**src/rtl/idct_block_fetcher.sv**
```systemverilog
// Fetches one BLOCK_DIM x BLOCK_DIM block of 16-bit samples from SRAM and
// packs sample pairs into 32-bit DPRAM words, row- or column-major.
module idct_block_fetcher #(
  parameter int BLOCK_DIM    = 8,
  parameter int SRAM_LATENCY = 2,
  parameter int ADDR_W       = 18,
  parameter int RAM_ADDR_W   = 7
) (
  input  logic                  Clock,
  input  logic                  Resetn,
  input  logic                  Start,
  input  logic                  Transpose,
  input  logic [ADDR_W-1:0]     Base_address,
  input  logic [9:0]            Row_stride,
  input  logic [5:0]            Block_row,
  input  logic [5:0]            Block_col,
  input  logic [15:0]           SRAM_read_data,
  output logic [ADDR_W-1:0]     SRAM_address,
  output logic                  SRAM_we_n,
  output logic [15:0]           SRAM_write_data,
  output logic [RAM_ADDR_W-1:0] RAM_address,
  output logic [31:0]           RAM_write_data,
  output logic                  RAM_we,
  output logic                  Busy,
  output logic                  Finish
);

  localparam int DW = $clog2(BLOCK_DIM);
  localparam int L  = SRAM_LATENCY;
  localparam int TW = 2 * DW;

  typedef enum logic [1:0] {
    S_IDLE,
    S_ISSUE,
    S_DRAIN,
    S_DONE
  } state_t;

  state_t state_q, state_d;

  logic [ADDR_W-1:0] addr_q, addr_d;
  logic [ADDR_W-1:0] base_q, base_d;
  logic [9:0]        stride_q, stride_d;
  logic              tr_q, tr_d;
  logic [DW-1:0]     in_q, in_d;
  logic [DW-1:0]     out_q, out_d;
  logic [2:0]        drain_q, drain_d;

  logic [L-1:0]          vld_q, vld_d;
  logic [L-1:0][TW-1:0]  tag_q, tag_d;
  logic [15:0]           hold_q, hold_d;
  logic                  we_q, we_d;
  logic [RAM_ADDR_W-1:0] ra_q, ra_d;
  logic [31:0]           wd_q, wd_d;

  logic [ADDR_W-1:0] origin;
  logic [ADDR_W-1:0] in_step;
  logic [ADDR_W-1:0] out_step;
  logic [TW-1:0]     cap_tag;
  logic              issue;

  always_comb begin
    origin = Base_address
           + ADDR_W'((32'(Block_row) << DW) * 32'(Row_stride))
           + ADDR_W'(32'(Block_col) << DW);
    in_step  = tr_q ? ADDR_W'(stride_q) : ADDR_W'(1);
    out_step = tr_q ? ADDR_W'(1) : ADDR_W'(stride_q);
  end

  // inner index walks the address by in_step; outer base by out_step
  always_comb begin
    state_d  = state_q;
    addr_d   = addr_q;
    base_d   = base_q;
    stride_d = stride_q;
    tr_d     = tr_q;
    in_d     = in_q;
    out_d    = out_q;
    drain_d  = drain_q;
    issue    = 1'b0;
    unique case (state_q)
      S_IDLE: begin
        if (Start) begin
          state_d  = S_ISSUE;
          addr_d   = origin;
          base_d   = origin;
          stride_d = Row_stride;
          tr_d     = Transpose;
          in_d     = '0;
          out_d    = '0;
        end
      end
      S_ISSUE: begin
        issue = 1'b1;
        if (&in_q) begin
          in_d   = '0;
          out_d  = out_q + DW'(1);
          base_d = base_q + out_step;
          addr_d = base_q + out_step;
          if (&out_q) begin
            state_d = S_DRAIN;
            drain_d = '0;
          end
        end else begin
          in_d   = in_q + DW'(1);
          addr_d = addr_q + in_step;
        end
      end
      S_DRAIN: begin
        if (drain_q == 3'(L)) state_d = S_DONE;
        else drain_d = drain_q + 3'd1;
      end
      S_DONE:  state_d = S_IDLE;
      default: state_d = S_IDLE;
    endcase
  end

  // tag pipeline tracks which sample is arriving on SRAM_read_data
  always_comb begin
    vld_d    = vld_q;
    tag_d    = tag_q;
    vld_d[0] = issue;
    tag_d[0] = {out_q, in_q};
    for (int i = 1; i < L; i++) begin
      vld_d[i] = vld_q[i-1];
      tag_d[i] = tag_q[i-1];
    end
    cap_tag = tag_q[L-1];
    hold_d  = hold_q;
    we_d    = 1'b0;
    ra_d    = ra_q;
    wd_d    = wd_q;
    if (vld_q[L-1]) begin
      if (cap_tag[0]) begin
        we_d = 1'b1;
        ra_d = RAM_ADDR_W'(cap_tag[TW-1:1]);
        wd_d = {hold_q, SRAM_read_data};
      end else begin
        hold_d = SRAM_read_data;
      end
    end
  end

  always_ff @(posedge Clock) begin
    if (!Resetn) begin
      state_q  <= S_IDLE;
      addr_q   <= '0;
      base_q   <= '0;
      stride_q <= '0;
      tr_q     <= 1'b0;
      in_q     <= '0;
      out_q    <= '0;
      drain_q  <= '0;
      vld_q    <= '0;
      tag_q    <= '0;
      hold_q   <= '0;
      we_q     <= 1'b0;
      ra_q     <= '0;
      wd_q     <= '0;
    end else begin
      state_q  <= state_d;
      addr_q   <= addr_d;
      base_q   <= base_d;
      stride_q <= stride_d;
      tr_q     <= tr_d;
      in_q     <= in_d;
      out_q    <= out_d;
      drain_q  <= drain_d;
      vld_q    <= vld_d;
      tag_q    <= tag_d;
      hold_q   <= hold_d;
      we_q     <= we_d;
      ra_q     <= ra_d;
      wd_q     <= wd_d;
    end
  end

  assign SRAM_address    = addr_q;
  assign SRAM_we_n       = 1'b1;
  assign SRAM_write_data = '0;
  assign RAM_address     = ra_q;
  assign RAM_write_data  = wd_q;
  assign RAM_we          = we_q;
  assign Busy            = (state_q != S_IDLE);
  assign Finish          = (state_q == S_DONE);

endmodule

```
**config.mk**
```make
export PLATFORM = sky130hd
export DESIGN_NAME = idct_block_fetcher
export DESIGN_NICKNAME = d
export VERILOG_FILES = /design/src/rtl/idct_block_fetcher.sv
export SDC_FILE = /design/constraint.sdc
export NUM_CORES = 1
export LEC_CHECK = 0
export ABC_CLOCK_PERIOD_IN_PS = 8250
export CORE_UTILIZATION = 40
export CTS_CLUSTER_DIAMETER = 40
export DETAILED_ROUTE_END_ITERATION = 12
export SLEW_MARGIN = 20
export SYNTH_ARGS = -nofsm -noshare
export SYNTH_HDL_FRONTEND = slang
export SYNTH_SLANG_ARGS = --single-unit
```
**constraint.sdc**
```tcl
create_clock -name Clock -period 8.25 [get_ports Clock]
set_input_delay 1.65 -clock Clock [delete_from_list [all_inputs] [get_ports Clock]]
set_output_delay 1.65 -clock Clock [all_outputs]
set_load 0.03 [all_outputs]
```
* After elaboration in Yosys (flattened, before gate mapping)
Cells that the tools add are included.
Word-level totals: bits of input ports 60, flip-flop bits (word level) 126, output and inout port bits 77, word-level logic and storage cells 70
Cells by class: multiplexer cells 23, add/sub/neg operators 7, equal/unequal tests 9, bitwise logic cells 1, reductions and logical operators 14, $mul 1
Operators by type and width (count):
- $pmux 18 s2 | 2
- $mux 18 | 3
- $add 18x10->18 | 2
- $mux 10 | 2
- $add 18x18->18 | 1
- $add 18x9->18 | 1
- $mux 3 | 6
- $pmux 3 s2 | 3
- $mul 6x10->15 | 1
- $ne 2x2->1 const B | 5
- $reduce_and 2->1 | 5
- $add 3x1->3 const B | 3
- $reduce_and 3->1 | 3
- $mux 2 | 4
- $pmux 2 s4 | 1
- $reduce_and 4->1 | 2
- $reduce_bool 2->1 | 3
- $eq 2x2->1 const B | 2
- $eq 3x2->1 const B | 1
- $eq 2x1->1 const B | 1
- $logic_not 2->1 | 1
- $mux 1 | 2
- $not 1->1 | 1

* Depth between registers and ports, before layout
Gate-level depths: netlist of the first run.
word-level depth 5, gate-level depth with buffers 25, depth with buffers taken out 24

* Least setup slack after synthesis of the first run
No wires, ideal clock.
path type input to register, from input Block_row[5], to register addr_q[17] (netlist: SRAM_address[17]), required time 8.128 ns, setup time 0.122 ns, stages on the path 23, data arrival time 6.557 ns, path slack 1.572 ns, path buffers 1, path through clkbuf_1 -> nand2_1 -> fa_1 -> fa_1 -> fa_1 -> inv_1 -> ha_1 -> nor2b_1 -> o21ai_0 -> a21boi_0 -> o21ai_0 -> a21oi_1 -> o21ai_0 -> mux2i_1 -> nand2_1 -> ha_1 -> ha_1 -> inv_1 -> nor2_1 -> a221o_1 -> xnor2_1 -> nor2_1 -> o311a_1
On the way: cells in the longest elaborated chain, start to end 5
Ends and longest elaborated chain:
- from (decl) | RTL line 15 | input logic [5:0] Block_row,
- $mul 6x10->15 | RTL line 64 | + ADDR_W'((32'(Block_row) << DW) * 32'(Row_stride))
- $add 18x18->18 | RTL line 64
- $add 18x9->18 | RTL line 65 | + ADDR_W'(32'(Block_col) << DW);
- $mux 18 | RTL line 83 | if (Start) begin
- $pmux 18 s2 | RTL line 81 | unique case (state_q)
- to (signal assigned) | RTL line 162 | addr_q <= addr_d;
- to (decl) | RTL line 41 | logic [ADDR_W-1:0] addr_q, addr_d;
Every way passes these cells. The select of a mux whose other input is x is not followed. A chain may end at the register's enable or synchronous reset.

* Final worst setup path of the first run
from input Block_row[2], to register addr_q[17] (netlist: SRAM_address[17])
Same word-level chain as after synthesis.

==> flow_summary.ini, run 1 <==
[outcome]
status = finished clean

[clock_tree]
cts_resized = 0
cts_tree = built
clock_latency_ns = 0.42
post_cts_buffers = 0
cts.htree.levels = 4
ctsHoldBuffers = 0
cts.sinks = 126
cts_inserted_buffers = 17
clkTransAtPathRegs_ns = 0.06
clockBufferDepth = 2
cts-root-buf = clkbuf_16

[worst_setup_path]
crit_path_end_kind = register
worstSetupStartpointType = primary input
rrSetupSlack_ns = 4.86
crit_fanout = 10
reg2reg_from = state_q[1]$_SDFFE_PN0P_
cp.depth = 24
rr_worst_depth = 11
worstPathCellList = clkdlybuf4s50_1, and2_1, fa_1, inv_1, fa_1, fa_1, inv_1, ha_1, nor2b_1, o21ai_0, a21boi_0, o21ai_0, a21oi_1, o21ai_0, mux2i_1, nand2_1, ha_1, ha_1, inv_1, nor2_1, a221o_1, xnor2_1, nor2_1, o311a_1
critical-path-top-delay-family = adder cells
arrival_ns = 7.58
slowest_delay_ns = 0.56
crit_type = in2reg
cpMaxStageDelayCell = clkdlybuf4s50_1
critical_path_buf_inv_count = 4
regToRegEndpoint = base_q[12]$_SDFFE_PN0P_
endpoint = SRAM_address[17]$_SDFFE_PN0P_
cp-startpoint = Block_row[2]
critical_path_required_ns = 8.56

[placement]
place_ws_ns = 0.473
io_buffer_count = 117
place_hpwl_mm = 17.1
gp_congestion = 0.848
place_inst = 1470

[drt]
drt_pass1_iterations = 5
dr.first_iter.drc_count = 310
ant_nets = 0
routed_wl_mm = 22.6
wire_per_inst_um = 15.0
viasPerCell = 5.04
vias = 7569
drc = 0

[die]
io_pins = 137
start_util = 0.413
fp-row-count = 54
dieArea_um2 = 23400
coreArea_um2 = 22100
fp.dieW_um = 153
die_h_um = 153

[timing]
finalClockSkew_ns = 0.0115
slew_headroom = 0.342
min_period_ns = 7.27
timing.setup.tns_ns = 0
grt_setup_unrepaired = false
tightest_slew_ns = 0.986
slew_viol_final = 0
setup_viol_count_final = 0
timing.final.ws_setup_ns = 0.983
holdWs_ns = 0.427
max_freq_mhz = 138
hold_viol = 0
period_share = 0.881

[pwr]
powerDensity_nw_per_um2 = 312
p_leak_nw = 4.62
irDropWorstVdd_v = 0.000167

[layout]
antenna_cells = 0
drive_gt1_frac = 0.0426
syn_to_final_growth_pct = 20.7
nNetsFinal = 1385
layout.cells.non_filler = 1502

[synthesis]
yosys.cell_count.top_type = nand2_1
synth_xor_area_frac = 0.0423
synth_top_family_by_area = simple AND/OR/NAND/NOR gates
synth-async-reset-ratio = 0
synth_flop_cell = dfxtp_1
yosys-top-cells-count = 193 x nand2_1, 126 x dfxtp_1, 91 x inv_1
yosys-mux-area-fraction = 0.00796
synth_edf_count = 0
synth-seq-area-share = 0.277
yosysTopAreaCellShare = 0.277
synthDistinctLibCells = 63
synth_area_leaders = dfxtp_1 28%, ha_1 10%, fa_1 9.0%, nand2_1 7.9%, a21boi_0 5.9%
synth-simple-area-share = 0.208
yosysTopAreaCell = dfxtp_1
ys_ff_latch = 126
ys_warn_count = 0
postSynthCellCount = 1115
syn-cell-area_um2 = 9120
synth_area_per_cell_um2 = 8.18
synth_compound_area_frac = 0.198
synth_fa_ha_area_frac = 0.193

[grt]
track_usage = 0.197
grt_pass1_wl_mm = 36.9
grt_max_degree = 70
grt_pass1_vias = 7265
grt_overflow_total = 0
antenna_found_initial = 0

[run]
maxCapViolCount = 0

[hold_path]
hold_class = reg2reg
whs_path_depth = 1
==> layout make-up <==
cell class | count | area, um2
multi-input combinational | 848 | 6000
sequential | 126 | 2520
tap | 280 | 350
fill | 2150 | 11100
clock inverter | 15 | 145
inverter | 91 | 342
clock buffer | 17 | 425
timing repair buffer | 125 | 1230
==> stage by stage <==
stage	cell area, um2	total power, mW	utilization
floorplan	9180	2.22	-
global placement	10400	2.70	0.472
detailed placement	10400	2.72	0.472
CTS	11000	3.46	0.498
global route	11000	3.72	0.498
finish	11000	3.43	0.498
==> cells in the final DEF (no fill, tap or decap), drive strengths merged, types with 5 or more instances in the layout <==
master and n:
nand2 193, dfxtp 126, clkdlybuf4s50 116, inv 101, and2 83, ha 75, a21boi 72, o21ai 51
a21oi 45, nor2 44, fa 41, xnor2 34, nor2b 21, conb 19, o21a 18, clkbuf 17
nor3 14, a21o 12, nand2b 11, a211oi 11, nand3 11, xor2 10, buf 9, o211ai 7
o31ai 7, mux2i 5, o31a 5, nand4 5, o211a 5
==> report_power, final <==
part | switching [mW] | internal, mW
logic | 1.13 | 0.790
clock network | 0.319 | 0.401
registers | 0.0842 | 0.706
==> layer usage <==
metal,vias to the layer above,routed length [um],global-route usage
li1,3880,-,-
met3,18,912,0.0278
met4,0,276,0.0568
met5,-,0,0
met2,183,10600,0.331
met1,3488,10800,0.261
==> flip-flops by register name (all words and copies together), names as in the netlist, 3 cells and up <==
name	cells
RAM_write_data	32
SRAM_address	18
base_q	18
hold_q	16
stride_q	10
cap_tag	6
tag_d	6
RAM_address	5
drain_q	3
in_q	3
out_q	3
==> kinds of logic (layout without fill, tap and decap cells) <==
logic type / count (synthesis) / after routing
flip-flops: 126 / 126
AO/OA/AOI/OAI: 262 / 262
XOR/XNOR: 44 / 44
AND/OR/NAND/NOR: 400 / 400
other: 2 / 19
multiplexers: 7 / 7
buffers and inverters: 158 / 248
adder cells (fa/ha/maj): 116 / 116
==> worst min path at each step <==
stage	end	slack, ns	from
2_1_floorplan	cap_tag[0]$_SDFF_PN0_	0.41	tag_d[6]$_SDFF_PN0_
3_3_place_gp	cap_tag[0]$_SDFF_PN0_	0.41	tag_d[6]$_SDFF_PN0_
3_5_place_dp	vld_q[1]$_SDFF_PN0_	0.42	vld_q[0]$_SDFF_PN0_
4_1_cts	vld_q[1]$_SDFF_PN0_	0.43	vld_q[0]$_SDFF_PN0_
5_1_grt	vld_q[1]$_SDFF_PN0_	0.44	vld_q[0]$_SDFF_PN0_
6_report	cap_tag[0]$_SDFF_PN0_	0.43	tag_d[6]$_SDFF_PN0_
Note: power is estimated with default switching activity, not from simulation.
==> inputs of run 2 (changes only) <==
--- a/config.mk
+++ b/config.mk
@@ -7,8 +7,10 @@
 export LEC_CHECK = 0
 export ABC_CLOCK_PERIOD_IN_PS = 8250
 export CORE_UTILIZATION = 40
+export CTS_BUF_LIST = sky130_fd_sc_hd__clkbuf_4
 export CTS_CLUSTER_DIAMETER = 40
 export DETAILED_ROUTE_END_ITERATION = 12
+export HOLD_SLACK_MARGIN = 0.05
 export SLEW_MARGIN = 20
 export SYNTH_ARGS = -nofsm -noshare
 export SYNTH_HDL_FRONTEND = slang
==> flow_summary.ini, run 2 (synthesized netlist as in run 1, its figures left out) <==
[drt]
drt_pass1_iterations = 5
wire_per_inst_um = 15.0
vias = 7563
drc = 0
dr.first_iter.drc_count = 311
viasPerCell = 5.03
ant_nets = 0
routed_wl_mm = 22.5

[grt]
grt_overflow_total = 0
grt_pass1_wl_mm = 36.7
track_usage = 0.195
grt_pass1_vias = 7223
grt_max_degree = 70
antenna_found_initial = 1

[worst_setup_path]
crit_path_end_kind = register
cp-startpoint = Block_row[2]
worstSetupStartpointType = primary input
crit_type = in2reg
crit_fanout = 10
arrival_ns = 7.58
critical_path_required_ns = 8.69
reg2reg_from = state_q[1]$_SDFFE_PN0P_

[pwr]
p_leak_nw = 4.49
comb_power_share = 0.614
swShare = 0.479
switchingPower_mw = 1.50
clkPwrFrac = 0.134
fin_total_pwr_mw = 3.13
seqPwrFrac = 0.252
irDropWorstVdd_v = 0.000166
powerDensity_nw_per_um2 = 292
p_int_mw = 1.63

[layout]
drive_gt1_frac = 0.0426
layout.cells.non_filler = 1503
finalInstanceArea_um2 = 10700
num-fill-cells = 2186
nNetsFinal = 1385
fin_util = 0.485
final_common_cell = nand2_1
syn_to_final_growth_pct = 17.5
largest_reg_flops = 32
layout_common_cells = 193 x nand2_1, 126 x dfxtp_1, 116 x clkdlybuf4s50_1

[timing]
timing.setup.tns_ns = 0
grt_setup_unrepaired = false
slew_headroom = 0.362
min_period_ns = 7.15
setup_viol_count_final = 0
finalClockSkew_ns = 0.0228
max_freq_mhz = 140
hold_viol = 0
slew_viol_final = 0
timing.final.ws_setup_ns = 1.10
period_share = 0.866
holdWs_ns = 0.432
tightest_slew_ns = 0.956

[die]
start_util = 0.413
die_h_um = 153
io_pins = 137
fp-row-count = 54
coreArea_um2 = 22100
fp.dieW_um = 153
dieArea_um2 = 23400

[hold_path]
min-delay-start = tag_d[6]$_SDFF_PN0_
hold_class = reg2reg

[clock_tree]
cts.htree.levels = 4
cts_inserted_buffers = 17
cts.sinks = 126
cts_resized = 0
clock_latency_ns = 0.53
post_cts_buffers = 0
ctsHoldBuffers = 0
clkTransAtPathRegs_ns = 0.14
clockBufferDepth = 2
cts-root-buf = clkbuf_4
cts_tree = built

[placement]
place_ws_ns = 0.473
gp_congestion = 0.848
place_inst = 1470
placed_area_um2 = 10400
place_hpwl_mm = 17.1
io_buffer_count = 117

[run]
maxCapViolCount = 0

[outcome]
status = finished clean
## run 2: cell count changes in the layout (fill, tap and decap cells not counted), sizes merged
cell   change
diode      +1
## run 2: area by class of cell
class                   count  area (um2)  share of cell area
repair buffers            125        1230               0.114
multi-input cells         848        6000               0.560
well taps                 280         350              0.0327
flip-flops and latches    126        2520               0.235
inverters                  91         342              0.0319
diodes                      1        2.50            0.000234
clock inverters            15         145              0.0135
clock buffers              17         128              0.0119
## run 2: final timing paths
kind / to / slack, ns / depth (start not counted)
min: cap_tag[0]$_SDFF_PN0_ / 0.43 / 1
min reg2reg: cap_tag[0]$_SDFF_PN0_ / 0.43 / 1
max: SRAM_address[17]$_SDFFE_PN0P_ / 1.10 / 24
max reg2reg: base_q[12]$_SDFFE_PN0P_ / 4.89 / 11
## run 2: metal layers
| layer | up-vias | track usage | wire length [um] |
|---|---|---|---|
| met2 | 166 | 0.330 | 10600 |
| met3 | 17 | 0.0250 | 699 |
| met4 | 0 | 0.0524 | 280 |
| met5 | - | 0 | 0 |
| li1 | 3876 | - | - |
| met1 | 3504 | 0.260 | 10900 |
## run 2: worst max-delay path: stages
cell and delay, ns:
clkdlybuf4s50_1 0.56, and2_1 0.26, fa_1 0.54, inv_1 0.06, fa_1 0.47, fa_1 0.54
inv_1 0.04, ha_1 0.34, nor2b_1 0.15, o21ai_0 0.26, a21boi_0 0.17, o21ai_0 0.31
a21oi_1 0.15, o21ai_0 0.21, mux2i_1 0.20, nand2_1 0.07, ha_1 0.28, ha_1 0.32
inv_1 0.10, nor2_1 0.05, a221o_1 0.32, xnor2_1 0.13, nor2_1 0.06, o311a_1 0.34
## run 2: power groups by stage
| stage | registers (mW) | logic, mW | clock network, mW |
|---|---|---|---|
| 5_1_grt | 0.805 | 2.15 | 0.463 |
| 3_3_place_gp | 0.800 | 1.90 | 0 |
| 4_1_cts | 0.789 | 1.93 | 0.434 |
| 6_report | 0.789 | 1.92 | 0.418 |
| 3_5_place_dp | 0.802 | 1.92 | 0 |
| 2_1_floorplan | 0.836 | 1.38 | 0 |
